--- src/rtl/hazard_ctrl.sv ---
// hazard_ctrl: decode-side hazard detection and forwarding control.
// Tracks in-flight register writes through the post-decode stages and
// compares each against the operand demand of the instruction in decode.
// Raises stall when a result cannot arrive in time. Picks the forwarding
// source for each operand. Also owns the mult/div busy counter that holds
// HI/LO users in decode while the multi-cycle unit is running.
module hazard_ctrl #(
  parameter int STAGES  = 3,
  parameter int AW      = 5,
  parameter int TW      = 2,
  parameter int MUL_LAT = 5,
  parameter int DIV_LAT = 10,
  parameter int FW      = $clog2(STAGES + 1)
) (
  input  logic          clk,
  input  logic          rst_n,
  input  logic          d_valid,
  input  logic [AW-1:0] d_rs,
  input  logic [AW-1:0] d_rt,
  input  logic [TW-1:0] d_tuse_rs,
  input  logic [TW-1:0] d_tuse_rt,
  input  logic [AW-1:0] d_dst,
  input  logic [TW-1:0] d_tnew,
  input  logic          d_md_start,
  input  logic          d_md_kind,
  input  logic          d_md_use,
  output logic          stall,
  output logic [FW-1:0] fwd_rs_sel,
  output logic [FW-1:0] fwd_rt_sel,
  output logic          md_busy
);

  // Counter wide enough for the longer of the two latencies.
  localparam int MAX_LAT = (MUL_LAT > DIV_LAT) ? MUL_LAT : DIV_LAT;
  localparam int CW      = $clog2(MAX_LAT + 1);

  // An all-ones Tuse marks an operand the instruction does not read.
  localparam logic [TW-1:0] TUSE_NONE = '1;

  // Tracker: index 0 holds the instruction in E, index STAGES-1 the oldest.
  logic [STAGES-1:0] valid_q;
  logic [STAGES-1:0] valid_d;
  logic [AW-1:0]     dst_q  [STAGES];
  logic [AW-1:0]     dst_d  [STAGES];
  logic [TW-1:0]     tnew_q [STAGES];
  logic [TW-1:0]     tnew_d [STAGES];

  // Mult/div busy counter.
  logic [CW-1:0] md_cnt_q;
  logic [CW-1:0] md_cnt_d;

  // Both decode operands share one evaluation path: index 0 = rs, 1 = rt.
  logic [AW-1:0] src_addr  [2];
  logic [TW-1:0] src_tuse  [2];
  logic [1:0]    src_stall;
  logic [FW-1:0] src_sel   [2];

  logic data_stall;
  logic md_stall;

  assign src_addr[0] = d_rs;
  assign src_addr[1] = d_rt;
  assign src_tuse[0] = d_tuse_rs;
  assign src_tuse[1] = d_tuse_rt;

  genvar gi;
  generate
    for (gi = 0; gi < 2; gi++) begin : g_src
      logic          hit;
      logic [TW-1:0] hit_tnew;
      logic [FW-1:0] hit_stage;
      logic          blk_stall;
      logic [FW-1:0] blk_sel;

      // Find the youngest matching in-flight write. The loop runs from
      // the oldest entry to the youngest, so the last hit wins. Older
      // matches are shadowed because the youngest writer is the value
      // the program wants.
      always_comb begin
        hit       = 1'b0;
        hit_tnew  = '0;
        hit_stage = '0;
        for (int k = STAGES - 1; k >= 0; k--) begin
          if (valid_q[k] && (dst_q[k] == src_addr[gi]) &&
              (src_addr[gi] != '0) && (src_tuse[gi] != TUSE_NONE)) begin
            hit       = 1'b1;
            hit_tnew  = tnew_q[k];
            hit_stage = FW'(k + 1);
          end
        end
      end

      // Stall when the youngest writer's result arrives later than the
      // operand is needed. Forward only when that result already exists.
      always_comb begin
        blk_stall = 1'b0;
        blk_sel   = '0;
        if (hit) begin
          blk_stall = (hit_tnew > src_tuse[gi]);
          if (hit_tnew == '0) begin
            blk_sel = hit_stage;
          end
        end
      end

      assign src_stall[gi] = blk_stall;
      assign src_sel[gi]   = blk_sel;
    end
  endgenerate

  assign fwd_rs_sel = src_sel[0];
  assign fwd_rt_sel = src_sel[1];

  // Combine the stall sources. Only state and current decode inputs feed
  // this logic, so stall never loops back on itself.
  always_comb begin
    data_stall = |src_stall;
    md_busy    = (md_cnt_q != '0);
    md_stall   = d_md_use & md_busy;
    stall      = d_valid & (data_stall | md_stall);
  end

  // Next tracker state. Decode enters E unless it is stalled, in which
  // case a bubble enters. Every older entry moves down one stage and its
  // Tnew counts toward zero.
  always_comb begin
    valid_d   = '0;
    dst_d[0]  = d_dst;
    tnew_d[0] = d_tnew;
    valid_d[0] = d_valid & ~stall & (d_dst != '0);
    for (int k = 1; k < STAGES; k++) begin
      valid_d[k] = valid_q[k-1];
      dst_d[k]   = dst_q[k-1];
      tnew_d[k]  = (tnew_q[k-1] == '0) ? '0 : (tnew_q[k-1] - TW'(1));
    end
  end

  // Next counter value. A start loads its latency; otherwise the counter
  // runs down to zero. A start that arrives while the unit is busy is
  // stalled, so it cannot reload the counter.
  always_comb begin
    md_cnt_d = md_cnt_q;
    if (d_valid && d_md_start && !stall) begin
      md_cnt_d = d_md_kind ? CW'(DIV_LAT) : CW'(MUL_LAT);
    end else if (md_cnt_q != '0) begin
      md_cnt_d = md_cnt_q - CW'(1);
    end
  end

  // Tracker and counter registers. Reset drops every in-flight entry and
  // stops any running mult/div.
  always_ff @(posedge clk) begin
    if (!rst_n) begin
      valid_q  <= '0;
      md_cnt_q <= '0;
      for (int k = 0; k < STAGES; k++) begin
        dst_q[k]  <= '0;
        tnew_q[k] <= '0;
      end
    end else begin
      valid_q  <= valid_d;
      md_cnt_q <= md_cnt_d;
      for (int k = 0; k < STAGES; k++) begin
        dst_q[k]  <= dst_d[k];
        tnew_q[k] <= tnew_d[k];
      end
    end
  end

endmodule

--- config.mk ---
export PLATFORM = sky130hd
export DESIGN_NAME = hazard_ctrl
export DESIGN_NICKNAME = d
export VERILOG_FILES = /design/src/rtl/hazard_ctrl.sv
export SDC_FILE = /design/constraint.sdc
export NUM_CORES = 1
export LEC_CHECK = 0
export ABC_AREA = 1
export CORE_MARGIN = 2
export CORE_UTILIZATION = 56
export DETAILED_ROUTE_END_ITERATION = 10
export PLACE_DENSITY = 0.95
export SLEW_MARGIN = 20
export SYNTH_ARGS = -nofsm -noshare
export SYNTH_HDL_FRONTEND = slang
export SYNTH_SLANG_ARGS = --single-unit
--- constraint.sdc ---
create_clock -name clk -period 7.4 [get_ports clk]
set_input_delay 1.48 -clock clk [delete_from_list [all_inputs] [get_ports clk]]
set_output_delay 1.48 -clock clk [all_outputs]
set_load 0.03 [all_outputs]
==> results of run 1 <==
layout make-up:
type,instances,area (um2)
multi-input cells,194,1017
inverters,66,247.7
clock buffers,3,22.52
repair buffers,32,320.3
well taps,44,55.05
flip-flops and latches,28,560.5
fillers,247,824.5
clock inverters,1,30.03
worst max path at each step:
stage | cells past startpoint | start | to | slack (ns)
2_1_floorplan | 16 | d_rt[1] | stall | 2.73
3_3_place_gp | 18 | d_rt[0] | stall | 1.47
3_5_place_dp | 18 | d_rt[4] | stall | 1.42
4_1_cts | 18 | d_rt[4] | stall | 1.41
5_1_grt | 18 | d_rt[3] | stall | 1.10
6_report | 18 | d_rt[2] | stall | 1.40
logic make-up (layout without fill, tap and decap cells):
family                     after synthesis  count (layout)  synth area share, %
AOI/OAI and AO/OA                       19              19                6.344
xor gates and xnor gates                17              17                8.118
adders and majority gates                8               8                5.457
buffers and inverters                   68             102                13.98
DFF                                     28              28                30.56
and+or+nand+nor                        150             150                35.54
worst max-delay path, stage by stage:
cell             delay (ns)
clkdlybuf4s50_1        0.50
inv_1                  0.12
nand2_1                0.07
nor2_2                 0.15
nor2_1                 0.06
nand2_1                0.14
inv_1                  0.09
nor2_1                 0.18
nand2_1                0.07
o211ai_1               0.08
o21ai_1                0.13
ha_1                   0.29
a21oi_1                0.18
nand2_2                0.11
nand3_1                0.08
nand2_1                0.08
inv_1                  0.06
clkdlybuf4s50_1        0.66
power groups by stage:
| stage | clock network [mW] | logic [mW] | registers, mW |
|---|---|---|---|
| 2_1_floorplan | 0 | 0.112 | 0.178 |
| 3_3_place_gp | 0 | 0.155 | 0.180 |
| 3_5_place_dp | 0 | 0.162 | 0.181 |
| 6_report | 0.102 | 0.162 | 0.177 |
| 5_1_grt | 0.110 | 0.184 | 0.179 |
| 4_1_cts | 0.104 | 0.163 | 0.177 |
registers in the layout, indices dropped and copies added (netlist names):
signal,count
dst_q,15
md_cnt_q,4
tnew_q,6
valid_q,3
layer usage:
layer	vias up	wire length (um)	GRT usage (%)
li1	937	-	-
met1	772	1777	29.15
met2	44	1860	41.49
met3	9	198	3.361
met4	0	69	7.143
met5	-	0	0
Yosys cell counts:
| library cell | n |
|---|---|
| buf_2 | 1 |
| xnor2_1 | 15 |
| o21ai_1 | 2 |
| nand4_1 | 6 |
| nand3_2 | 3 |
| clkbuf_1 | 1 |
| dfxtp_1 | 28 |
| nor2_1 | 30 |
| o211ai_1 | 2 |
| inv_2 | 4 |
| nor2_2 | 3 |
| or2_0 | 1 |
| nand2_1 | 89 |
| a21oi_2 | 2 |
| nand3_1 | 6 |
| nor3_2 | 2 |
| o21a_1 | 2 |
| a21oi_1 | 10 |
| nand4_2 | 1 |
| xor2_1 | 2 |
| nor3_1 | 5 |
| o41ai_1 | 1 |
| nand2_2 | 4 |
| inv_1 | 62 |
| ha_1 | 8 |
==> run_results.csv, run 1 <==
group,metric,value,unit
power_and_ir_drop,fin_total_pwr,441.7,uW
clock_tree,cts_max_path_buffers,2,
yosys,seq_area_frac_synth,30.56,%
setup_path,r2r_cells,17,
worst_hold_path,hold_end,"valid_q[2]$_SDFF_PN0_",
die,die_h,61.23,um
die,rows,20,
power_and_ir_drop,vdd_drop_max,0.2461,mV
setup_path,critical_path_arrival,4.52,ns
cells_and_area,area_growth,22.85,%
detailed_routing,num_vias,1762,
cells_and_area,num_antenna_cells,0,
timing,finClkSkew,0.008187,ns
setup_path,cp.required,5.92,ns
global_route,grt_max_degree,24,
place,hpwl,3.252,mm
cells_and_area,final_common_cell,"nand2_1",
setup_path,start_kind,"primary input",
detailed_routing,drcViolationCount,0,
power_and_ir_drop,intPower,290.3,uW
power_and_ir_drop,switching_share,34.26,%
power_and_ir_drop,share_comb_of_total_power,36.7,%
detailed_routing,ant_nets,0,
timing,slew_headroom,45.90,%
die,coreArea,3078,um2
yosys,syn_area,1834,um2
worst_hold_path,worstHoldPathCells,2,
clock_tree,clock_latency,0.34,ns
timing,min_period_over_period,81.09,%
yosys,syn_nets,325,
clock_tree,clk_pin_slew_worst_paths,0.15,ns
place,place.gp.congestion,0.9820,
power_and_ir_drop,power_density,196.0,nW/um2
worst_hold_path,hp-start,"valid_q[1]$_SDFF_PN0_",
clock_tree,cts_hold_buf,0,
cells_and_area,final_nets,360,
global_route,first_global_vias,1647,
yosys,netlist_instances,290,
setup_path,reg2reg_slack,4.86,ns
clock_tree,cts_repair_resize_count,0,
yosys,yosys_warnings,0,
setup_path,crit_path_max_fanout,4,
setup_path,worst-setup-path-type,"primary input to output pin",
cells_and_area,final_area,2253,um2
clock_tree,cts_tree,"yes",
detailed_routing,wirelength,3.905,mm
cells_and_area,final_cell_mix,"nand2_1 (89), inv_1 (62), clkdlybuf4s50_1 (32)",
yosys,netlist_top_cells_area,"dfxtp_1 (31%), nand2_1 (18%), inv_1 (13%), xnor2_1 (7.2%), nor2_1 (6.1%)",
setup_path,crit_path_end_kind,"output pin",
global_route,grt_pass1_wl,6.568,mm
place,placed_area,2201,um2
setup_path,rr_startpoint,"dst_q[0][13]$_SDFF_PN0_",
job,drv_cap,0,
timing,rsz0062_at_grt,"no",
place,io_buffer_count,32,
power_and_ir_drop,power_frac_seq,40.1,%
yosys,synth.distinct_cells,25,
yosys,synth.avg_cell_area,6.325,um2
timing,fin_ws,1.399,ns
yosys,synth-seq-cells,28,
setup_path,r2r-end,"md_cnt_q[1]$_SDFFE_PN0P_",
power_and_ir_drop,power.leakage,1.196,nW
power_and_ir_drop,p_sw,151.3,uW
timing,setup_viol,0,
yosys,netlist.area_leader.share,30.56,%
cells_and_area,fin_cells,368,
place,post-place-ws,1.423,ns
worst_hold_path,hold_class,"flop to flop",
global_route,grt.total_usage,23.37,%
timing,hold_viol_final,0,
timing,holdWs,0.4346,ns
yosys,yosysTopAreaCell,"dfxtp_1",
die,initial_core_util,59.59,%
cells_and_area,drive_above_1_share,7.099,%
timing,worstMarginPinSlew,0.8089,ns
clock_tree,numCtsBuffers,3,
global_route,overflow,0,
outcome,outcome,"finished clean",
power_and_ir_drop,p_clk_share,23.1,%
die,io_pins,33,
clock_tree,cts_setup_buffers,0,
timing,max_freq,0.1666,GHz
clock_tree,htree_levels,1,
cells_and_area,fin_util,73.21,%
global_route,antenna_found_initial,0,
die,die_area,3749,um2
timing,tns,0,ns
detailed_routing,wl_per_cell,10.61,um
place,placed_cells,364,
timing,maxSlewViolCount,0,
clock_tree,clock-sinks,28,
timing,post-route-min-period,6.001,ns
detailed_routing,viasPerCell,4.788,
clock_tree,cts-root-buf,"clkbuf_4",
detailed_routing,firstDrtPassIters,4,
die,die_w,61.23,um
detailed_routing,drt_iter0_markers,81,
No activity file was read; power rests on OpenSTA's default activity.
==> inputs of run 2 (changes only) <==
CORE_UTILIZATION = 47   (was 56)
PLACE_DENSITY = 0.87   (was 0.95)
clock period = 4.9 ns   (was 7.4 ns; I/O delays follow)
==> run_results.csv, run 2 (synthesis results as in run 1) <==
group,metric,value,unit
outcome,outcome,"finished clean",
setup_path,crit_path_max_fanout,4,
setup_path,start_kind,"primary input",
place,place.gp.congestion,0.8841,
timing,setup_viol,0,
worst_hold_path,worstHoldPathCells,2,
die,die_area,4418,um2
power_and_ir_drop,vdd_drop_max,0.3334,mV
timing,rsz0062_at_grt,"no",
timing,hold_viol_final,0,
die,initial_core_util,49.36,%
timing,post-route-min-period,4.542,ns
timing,min_period_over_period,92.70,%
clock_tree,cts-root-buf,"clkbuf_8",
timing,tns,0,ns
detailed_routing,wl_per_cell,10.58,um
timing,slew_headroom,45.77,%
die,rows,22,
die,die_h,66.47,um
clock_tree,cts_tree,"yes",
setup_path,reg2reg_slack,2.32,ns
cells_and_area,top_regs,"dst_q: 15 flops, tnew_q: 6 flops, md_cnt_q: 4 flops",
clock_tree,cts_max_path_buffers,2,
global_route,first_global_vias,1624,
cells_and_area,fillers,338,
power_and_ir_drop,power.leakage,1.206,nW
clock_tree,clk_pin_slew_worst_paths,0.09,ns
die,die_w,66.47,um
cells_and_area,final_common_cell,"nand2_1",
cells_and_area,fin_cells,372,
worst_hold_path,hold_end,"valid_q[2]$_SDFF_PN0_",
clock_tree,cts_setup_buffers,0,
setup_path,r2r-end,"md_cnt_q[1]$_SDFFE_PN0P_",
power_and_ir_drop,power_density,304.7,nW/um2
detailed_routing,drcViolationCount,0,
worst_hold_path,hold_class,"flop to flop",
setup_path,worst-setup-path-type,"primary input to output pin",
setup_path,cp.required,3.92,ns
global_route,overflow,0,
global_route,grt.total_usage,19.97,%
cells_and_area,ff_latch_area,560.5,um2
die,coreArea,3716,um2
cells_and_area,final_cell_mix,"nand2_1 (89), inv_1 (62), clkdlybuf4s50_1 (31)",
cells_and_area,largest_reg_flops,15,
timing,worstMarginPinSlew,0.8109,ns
clock_tree,numCtsBuffers,3,
worst_hold_path,hp-start,"valid_q[1]$_SDFF_PN0_",
cells_and_area,num_antenna_cells,0,
setup_path,critical_path_arrival,3.56,ns
timing,finClkSkew,0.005589,ns
detailed_routing,ant_nets,0,
place,hpwl,3.214,mm
setup_path,crit_path_end_kind,"output pin",
timing,maxSlewViolCount,0,
cells_and_area,area_growth,24.01,%
die,io_pins,33,
detailed_routing,num_vias,1759,
timing,max_freq,0.2201,GHz
cells_and_area,regMostFlops,"dst_q",
place,post-place-ws,0.4255,ns
global_route,antenna_found_initial,0,
clock_tree,clock_latency,0.28,ns
clock_tree,cts_hold_buf,0,
global_route,grt_pass1_wl,6.858,mm
job,drv_cap,0,
place,placed_cells,368,
place,io_buffer_count,32,
timing,fin_ws,0.3576,ns
detailed_routing,viasPerCell,4.728,
cells_and_area,final_nets,360,
detailed_routing,firstDrtPassIters,4,
setup_path,r2r_cells,17,
global_route,grt_max_degree,24,
clock_tree,cts_repair_resize_count,0,
clock_tree,clock-sinks,28,
cells_and_area,multi_input_area,1017,um2
clock_tree,htree_levels,1,
detailed_routing,drt_iter0_markers,122,
cells_and_area,drive_above_1_share,7.407,%
setup_path,rr_startpoint,"dst_q[0][13]$_SDFF_PN0_",
detailed_routing,wirelength,3.936,mm
## run 2: cell types whose count changed in the layout (fill, tap and decap cells not counted)
cell,previous run,this run
clkdlybuf4s50_1,32,31
clkbuf_4,3,0
clkbuf_8,0,3
buf_4,0,1
## run 2: final cells by class
cell class	count	share of cell area, %
multi-input combinational	194	44.72
clock inverter	1	1.320
timing repair buffer	32	13.97
clock buffer	3	1.815
tap	48	2.640
sequential	28	24.64
inverter	66	10.89
## run 2: power by group
part           internal, mW  leakage, nW  total (mW)  switching, mW
sequential            0.252        0.231       0.268         0.0159
combinational         0.102        0.939       0.242          0.139
clock                 0.109       0.0357       0.183         0.0735
total                 0.464         1.21       0.693          0.229
## run 2: critical path, stage by stage
cell and delay, ns:
clkdlybuf4s50_1 0.58, inv_2 0.07, nand3_1 0.11, nor2_2 0.06
nor2_1 0.19, nand2_1 0.13, nor2_1 0.19, nand2_1 0.07
o211ai_1 0.10, o21ai_1 0.15, ha_1 0.29, a21oi_1 0.18
nand2_2 0.09, nand3_1 0.08, nand2_1 0.08, inv_1 0.06
buf_4 0.15
## run 2: per-layer routing
metal | global-route usage (%) | part of all wire (%)
met3 | 2.872 | 4.9
met4 | 5.867 | 0.91
met5 | 0 | 0
met2 | 34.25 | 47
met1 | 25.89 | 47
## run 2: metrics by stage
| stage | instance area (um2) | util, % | hold WS (ns) | power [mW] |
|---|---|---|---|---|
| after global routing | 2275 | 61.21 | 0.4547 | 0.7402 |
| after global placement | 2203 | 59.29 | 0.4065 | 0.5062 |
| after CTS | 2275 | 61.21 | 0.4335 | 0.6967 |
| after floorplan | 1834 | - | 0.4005 | 0.4385 |
| final | 2275 | 61.21 | 0.4311 | 0.6930 |
| after detailed placement | 2203 | 59.29 | 0.4194 | 0.5135 |
## run 2: worst max path at each step
stage                        from    end  slack (ns)  depth (start not counted)
after floorplan           d_rt[1]  stall        1.23                         16
after global placement    d_rt[0]  stall        0.50                         19
after detailed placement  d_rt[0]  stall        0.43                         18
after CTS                 d_rt[0]  stall        0.38                         17
after global routing      d_rt[3]  stall        0.16                         16
final                     d_rt[0]  stall        0.36                         17
